`src/rtl/pipe_ctrl.sv`:
```
// Pipeline hazard/redirect controller: branch flush, load-use stall, memory wait with sticky timeout.
// Optional PIPE_CTRL_PERF_EN adds stall_cycles / flush_count performance counters.
module pipe_ctrl #(
  parameter logic [31:0] RESET_PC    = 32'h0000_0000,
  parameter int          MEM_TIMEOUT = 16
) (
  input  logic        clk,
  input  logic        rst,
  input  logic [31:0] pc,
  input  logic        branch_taken,
  input  logic [31:0] branch_target,
  input  logic [4:0]  id_rs1,
  input  logic [4:0]  id_rs2,
  input  logic        id_use_rs1,
  input  logic        id_use_rs2,
  input  logic [4:0]  ex_rd,
  input  logic        ex_is_load,
  input  logic        mem_busy,
  output logic [31:0] next_pc,
  output logic        pc_pause,
  output logic        if_id_pause,
  output logic        if_id_flush,
  output logic        id_ex_pause,
  output logic        id_ex_flush,
  output logic        ex_mem_pause,
  output logic        mem_timeout,
`ifdef PIPE_CTRL_PERF_EN
  output logic [31:0] stall_cycles,
  output logic [31:0] flush_count,
`endif
  output logic [1:0]  state
);

  // state    | meaning
  // RUN      | normal issue, all events evaluated
  // LU_STALL | one-cycle load-use bubble, hazard check suppressed
  // FLUSH    | one-cycle redirect shadow, EX holds a bubble
  // MEM_WAIT | data memory busy, whole pipe frozen
  localparam logic [1:0] RUN      = 2'd0;
  localparam logic [1:0] LU_STALL = 2'd1;
  localparam logic [1:0] FLUSH    = 2'd2;
  localparam logic [1:0] MEM_WAIT = 2'd3;

  localparam int             CW       = (MEM_TIMEOUT < 2) ? 1 : $clog2(MEM_TIMEOUT + 1);
  localparam logic [CW-1:0]  WAIT_MAX = CW'(MEM_TIMEOUT);

  logic [1:0]    state_nxt;
  logic [CW-1:0] wait_cnt;
  logic [CW-1:0] wait_nxt;
  logic          load_use;
  logic          redirect;

  assign load_use = ex_is_load && (ex_rd != 5'd0) &&
                    ((id_use_rs1 && (id_rs1 == ex_rd)) ||
                     (id_use_rs2 && (id_rs2 == ex_rd)));

  always_comb begin
    next_pc      = pc + 32'd4;
    pc_pause     = 1'b0;
    if_id_pause  = 1'b0;
    if_id_flush  = 1'b0;
    id_ex_pause  = 1'b0;
    id_ex_flush  = 1'b0;
    ex_mem_pause = 1'b0;
    redirect     = 1'b0;
    state_nxt    = RUN;
    if (rst) begin
      next_pc     = RESET_PC;
      if_id_flush = 1'b1;
      id_ex_flush = 1'b1;
    end else if (mem_busy) begin
      next_pc      = pc;
      pc_pause     = 1'b1;
      if_id_pause  = 1'b1;
      id_ex_pause  = 1'b1;
      ex_mem_pause = 1'b1;
      state_nxt    = MEM_WAIT;
    end else if (branch_taken && (state != FLUSH)) begin
      // a branch frozen in EX during MEM_WAIT is honoured here on exit
      next_pc     = branch_target;
      if_id_flush = 1'b1;
      id_ex_flush = 1'b1;
      redirect    = 1'b1;
      state_nxt   = FLUSH;
    end else if (load_use && ((state == RUN) || (state == MEM_WAIT))) begin
      next_pc     = pc;
      pc_pause    = 1'b1;
      if_id_pause = 1'b1;
      id_ex_flush = 1'b1;
      state_nxt   = LU_STALL;
    end
  end

  // The cycle that enters MEM_WAIT counts too, so MEM_TIMEOUT consecutive busy cycles trip the flag.
  always_comb begin
    wait_nxt = '0;
    if (mem_busy)
      wait_nxt = (wait_cnt == WAIT_MAX) ? wait_cnt : wait_cnt + CW'(1);
  end

  always_ff @(posedge clk or posedge rst) begin
    if (rst) begin
      state       <= RUN;
      wait_cnt    <= '0;
      mem_timeout <= 1'b0;
    end else begin
      state    <= state_nxt;
      wait_cnt <= wait_nxt;
      if (mem_busy && (wait_nxt == WAIT_MAX))
        mem_timeout <= 1'b1;
    end
  end

`ifdef PIPE_CTRL_PERF_EN
  always_ff @(posedge clk or posedge rst) begin
    if (rst) begin
      stall_cycles <= '0;
      flush_count  <= '0;
    end else begin
      if (pc_pause)
        stall_cycles <= stall_cycles + 32'd1;
      if (redirect)
        flush_count <= flush_count + 32'd1;
    end
  end
`endif

endmodule

```
`config.mk`:
```
export PLATFORM = sky130hd
export DESIGN_NAME = pipe_ctrl
export DESIGN_NICKNAME = d
export VERILOG_FILES = /design/src/rtl/pipe_ctrl.sv
export SDC_FILE = /design/constraint.sdc
export NUM_CORES = 1
export LEC_CHECK = 0
export ABC_CLOCK_PERIOD_IN_PS = 3500
export CORE_AREA = 2 2 84 70
export CTS_BUF_LIST = sky130_fd_sc_hd__clkbuf_4 sky130_fd_sc_hd__clkbuf_8
export DETAILED_ROUTE_END_ITERATION = 8
export DIE_AREA = 0 0 86 72
export PLACE_DENSITY = 0.8
export SYNTH_ARGS = -nofsm -noshare
export SYNTH_HDL_FRONTEND = slang
export SYNTH_SLANG_ARGS = --single-unit
```
`constraint.sdc`:
```
create_clock -name clk -period 3.5 [get_ports clk]
set_input_delay 0.7 -clock clk [delete_from_list [all_inputs] [get_ports clk]]
set_output_delay 0.7 -clock clk [all_outputs]
set_load 0.02 [all_outputs]
```
==> results.md <==
- Status: finished, violations left
- Failing checks: negative setup slack
- Total wire length: 11200 µm
- Reg2reg end: mem_timeout$_DFFE_PP0P_
- Synthesized area: 1990 µm²
- Max cap viols: 0
- Min cycle time layout: 3550 ps
- CTS tree: done
- Post-cts hold buffer count: 0
- Final setup vio count: 2
- First-pass GRT wire length: 16600 µm
- Hold crit path type: register to register
- Post-synth cell types: 59
- Mapped Nets: 384
- Cts bufs inserted: 3
- Setup slack after layout: -49.3 ps
- Final Util: 0.792
- Internal: 420 µW
- Hold EP: mem_timeout$_DFFE_PP0P_
- Setup TNS: -85.9 ps
- Synth warnings: 0
- Non-filler cells in the finished layout: 577
- Row Count: 24
- I/O pin total: 127
- Final hold viol count: 0
- Clock group share of total power: 0.160
- Tot GR Track Use: 0.334
- Worst r2r path cells: 7
- Max-slew headroom: 0.732
- Clk sink count: 8
- Post-synthesis instance total: 294
- Sw frac: 0.406
- Vias in the first global route: 3559
- CP max stage cell: clkdlybuf4s50_1
- Critical path class: primary input to primary output
- Worst VDD drop: 0.117 mV
- Reg-to-reg slack, setup: 1510 ps
- Delay-heaviest family, CP: simple AND/OR/NAND/NOR gates
- Unrepaired setup endpoints after global routing: true
- Crit path cell chain: clkdlybuf4s50_1, and4_4, nand4_1, nor2_2, a41oi_1, nor4_1, dlygate4sd1_1
- Clock root cell: clkbuf_8
- Via count: 3641
- P_leak: 1.77 nW
- ANT cells: 0
- Setup WS pre-CTS: -689 ps
- H-tree Lvls: 1
- Comb power frac: 0.698
- Critical Path Start Type: primary input
- Max clock buf depth: 2
- Psw: 287 µW
- Sequential area share after synthesis: 0.101
- Worst Hold Depth: 1
- Worst EP arrival: 2850 ps
- Detailed Routing Iterations Pass 1: 7
- Number of synthesized flops with an enable pin: 0
- Synthesis-to-layout area growth: 111%
- Initial antenna violation count: 0
- WL/cell: 19.4 µm
- CP endpoint kind: primary output
- Starting Density: 0.375
- Final period utilization: 1.01
- Top_reg_cell synth: dfrtp_1
- Asr flop ratio synth: 1.00
- Layout Skew: 1.84 ps
- Congestion Overflow GR: 0
- Worst Path Max Fanout: 4
- CTS clk-pin slew, worst paths: 40 ps
- Placed insts: 551
- Port-buffer cells: 126
- DRC: 0
- RD Place Congestion: 0.904
- Worst endpoint required time: 2800 ps
- Total chip power: 707 µW
- Routed vias/inst: 6.31
- Design area: 4210 µm²
- Final #Nets: 604
- Dpl hpwl: 7530 µm
- Worst slew pin tran: 398 ps
- Area after DPL: 3890 µm²
- DRT iter0 DRCs: 394
- Reg power frac: 0.143
- Die X: 86 µm
- Reg-to-reg critical path startpoint: wait_cnt[0]$_DFF_PP0_
- Buf+Inv Stages, Crit Path: 2
- Die area: 6190 µm²
- Avg Synthesized Cell Area: 6.78 µm²
- Min Hold Slack: 517 ps
- Yosys reg bits: 8
- Die extent in y: 72 µm
- Clk_lat worst skew: 230 ps
- Largest net degree at the start of global routing: 24
- Antenna viol nets, final: 0
- PD cells: 168 nW/µm²
- Total core area: 5320 µm²
- Slew Viols, Final: 0
- Largest stage delay, worst path: 520 ps
- Share of layout cells above drive strength 1: 0.332
- Worst hold start: mem_timeout$_DFFE_PP0P_
- Fillers: 359
- F_max: 282 MHz
==> state kept, by name, summed over array words and instances, names as in the netlist <==
register     count
wait_cnt         5
state            2
mem_timeout      1
==> worst max path at each step <==
stage,start,end,depth (start not counted)
global route,pc[7],next_pc[17],8
CTS,id_rs1[0],next_pc[4],11
finish,pc[15],next_pc[17],7
floorplan,ex_rd[0],next_pc[17],6
detailed placement,ex_rd[0],next_pc[27],7
global placement,ex_rd[0],next_pc[14],7
==> logic make-up (layout without fill, tap and decap cells) <==
family                   count (synthesis)  after routing  share of synthesized area
flip-flops                               8              8                      0.101
AO/OA/AOI/OAI                          102            104                      0.387
adder cells (fa/ha/maj)                  4              4                     0.0251
multiplexers                             3              3                     0.0151
AND/OR/NAND/NOR                        129            130                      0.325
XOR/XNOR                                19             19                     0.0835
buffers and inverters                   29            244                     0.0634
==> repair_timing <==
item	in CTS	in global routing
setup endpoints to repair	33	33
cloned	3	0
buffers inserted	16	5
gates resized for setup	105	64
pin swaps	9	14
==> synth_stat cells, drive strengths merged (2+ instances only) <==
| master | count | share of area |
|---|---|---|
| a2111oi | 4 | 0.034 |
| a211oi | 3 | 0.011 |
| a21boi | 2 | 0.0075 |
| a21o | 3 | 0.011 |
| a21oi | 20 | 0.058 |
| a221o | 4 | 0.020 |
| a221oi | 4 | 0.018 |
| a22oi | 12 | 0.045 |
| a311oi | 2 | 0.0088 |
| a31o | 2 | 0.0088 |
| a31oi | 6 | 0.019 |
| and2 | 6 | 0.019 |
| and3 | 5 | 0.016 |
| and4 | 3 | 0.013 |
| buf | 6 | 0.020 |
| clkbuf | 14 | 0.026 |
| dfrtp | 8 | 0.10 |
| ha | 4 | 0.025 |
| inv | 9 | 0.017 |
| mux2i | 3 | 0.015 |
| nand2 | 30 | 0.057 |
| nand2b | 2 | 0.0063 |
| nand3 | 17 | 0.043 |
| nand4 | 9 | 0.028 |
| nor2 | 31 | 0.058 |
| nor3 | 9 | 0.023 |
| nor3b | 3 | 0.011 |
| nor4 | 8 | 0.028 |
| o211ai | 6 | 0.023 |
| o21ai | 17 | 0.043 |
| o311ai | 4 | 0.018 |
| o31ai | 2 | 0.0075 |
| or3 | 2 | 0.0063 |
| xnor2 | 18 | 0.079 |
==> layout make-up <==
type / count / area, µm² / area share
Timing Repair Buffer: 232 / 1980 / 0.470
Multi-Input combinational cell: 260 / 1870 / 0.445
Sequential cell: 8 / 200 / 0.0476
Tap cell: 65 / 81.3 / 0.0193
Clock buffer: 3 / 41.3 / 0.00981
Inverter: 9 / 33.8 / 0.00803
==> layout by cell type (no fill, tap or decap), types with 8 or more instances in the layout <==
cell type        Yosys  final
nor2_1              31     28
buf_2                2      9
nand2_1             30     29
xnor2_1             18     18
buf_4                2    105
clkdlybuf4s50_1      0     86
clkbuf_2             0     10
o21ai_0             14     10
nand3_1             17     15
nand4_1              9      9
dlygate4sd2_1        0      8
a21oi_1             18     17
inv_1                9      9
a22oi_1             12     12
nor3_1               9      9
dfrtp_1              8      8
==> worst reg2reg max path, stage by stage, from the launching register on <==
cell and delay, ps:
dfrtp_1 390, inv_1 110, ha_1 170, nand4bb_1 150
xnor2_1 150, and2_1 180, or4b_2 620, o21bai_1 140
==> power by group through the flow <==
stage / registers (mW) / clock network, mW / logic, mW
global route: 0.101 / 0.122 / 0.516
floorplan: 0.103 / 0 / 0.181
finish: 0.101 / 0.113 / 0.493
CTS: 0.100 / 0.114 / 0.468
global placement: 0.101 / 0 / 0.450
detailed placement: 0.102 / 0 / 0.457
==> routing by layer <==
layer	routed length, µm	up-vias	track usage	part of all wire
li1	-	1583	-	-
met1	4160	1687	0.395	0.37
met2	5180	307	0.581	0.46
met3	1320	64	0.0648	0.12
met4	512	0	0.164	0.046
met5	0	-	0	0
No activity file was read; power rests on OpenSTA's default activity.
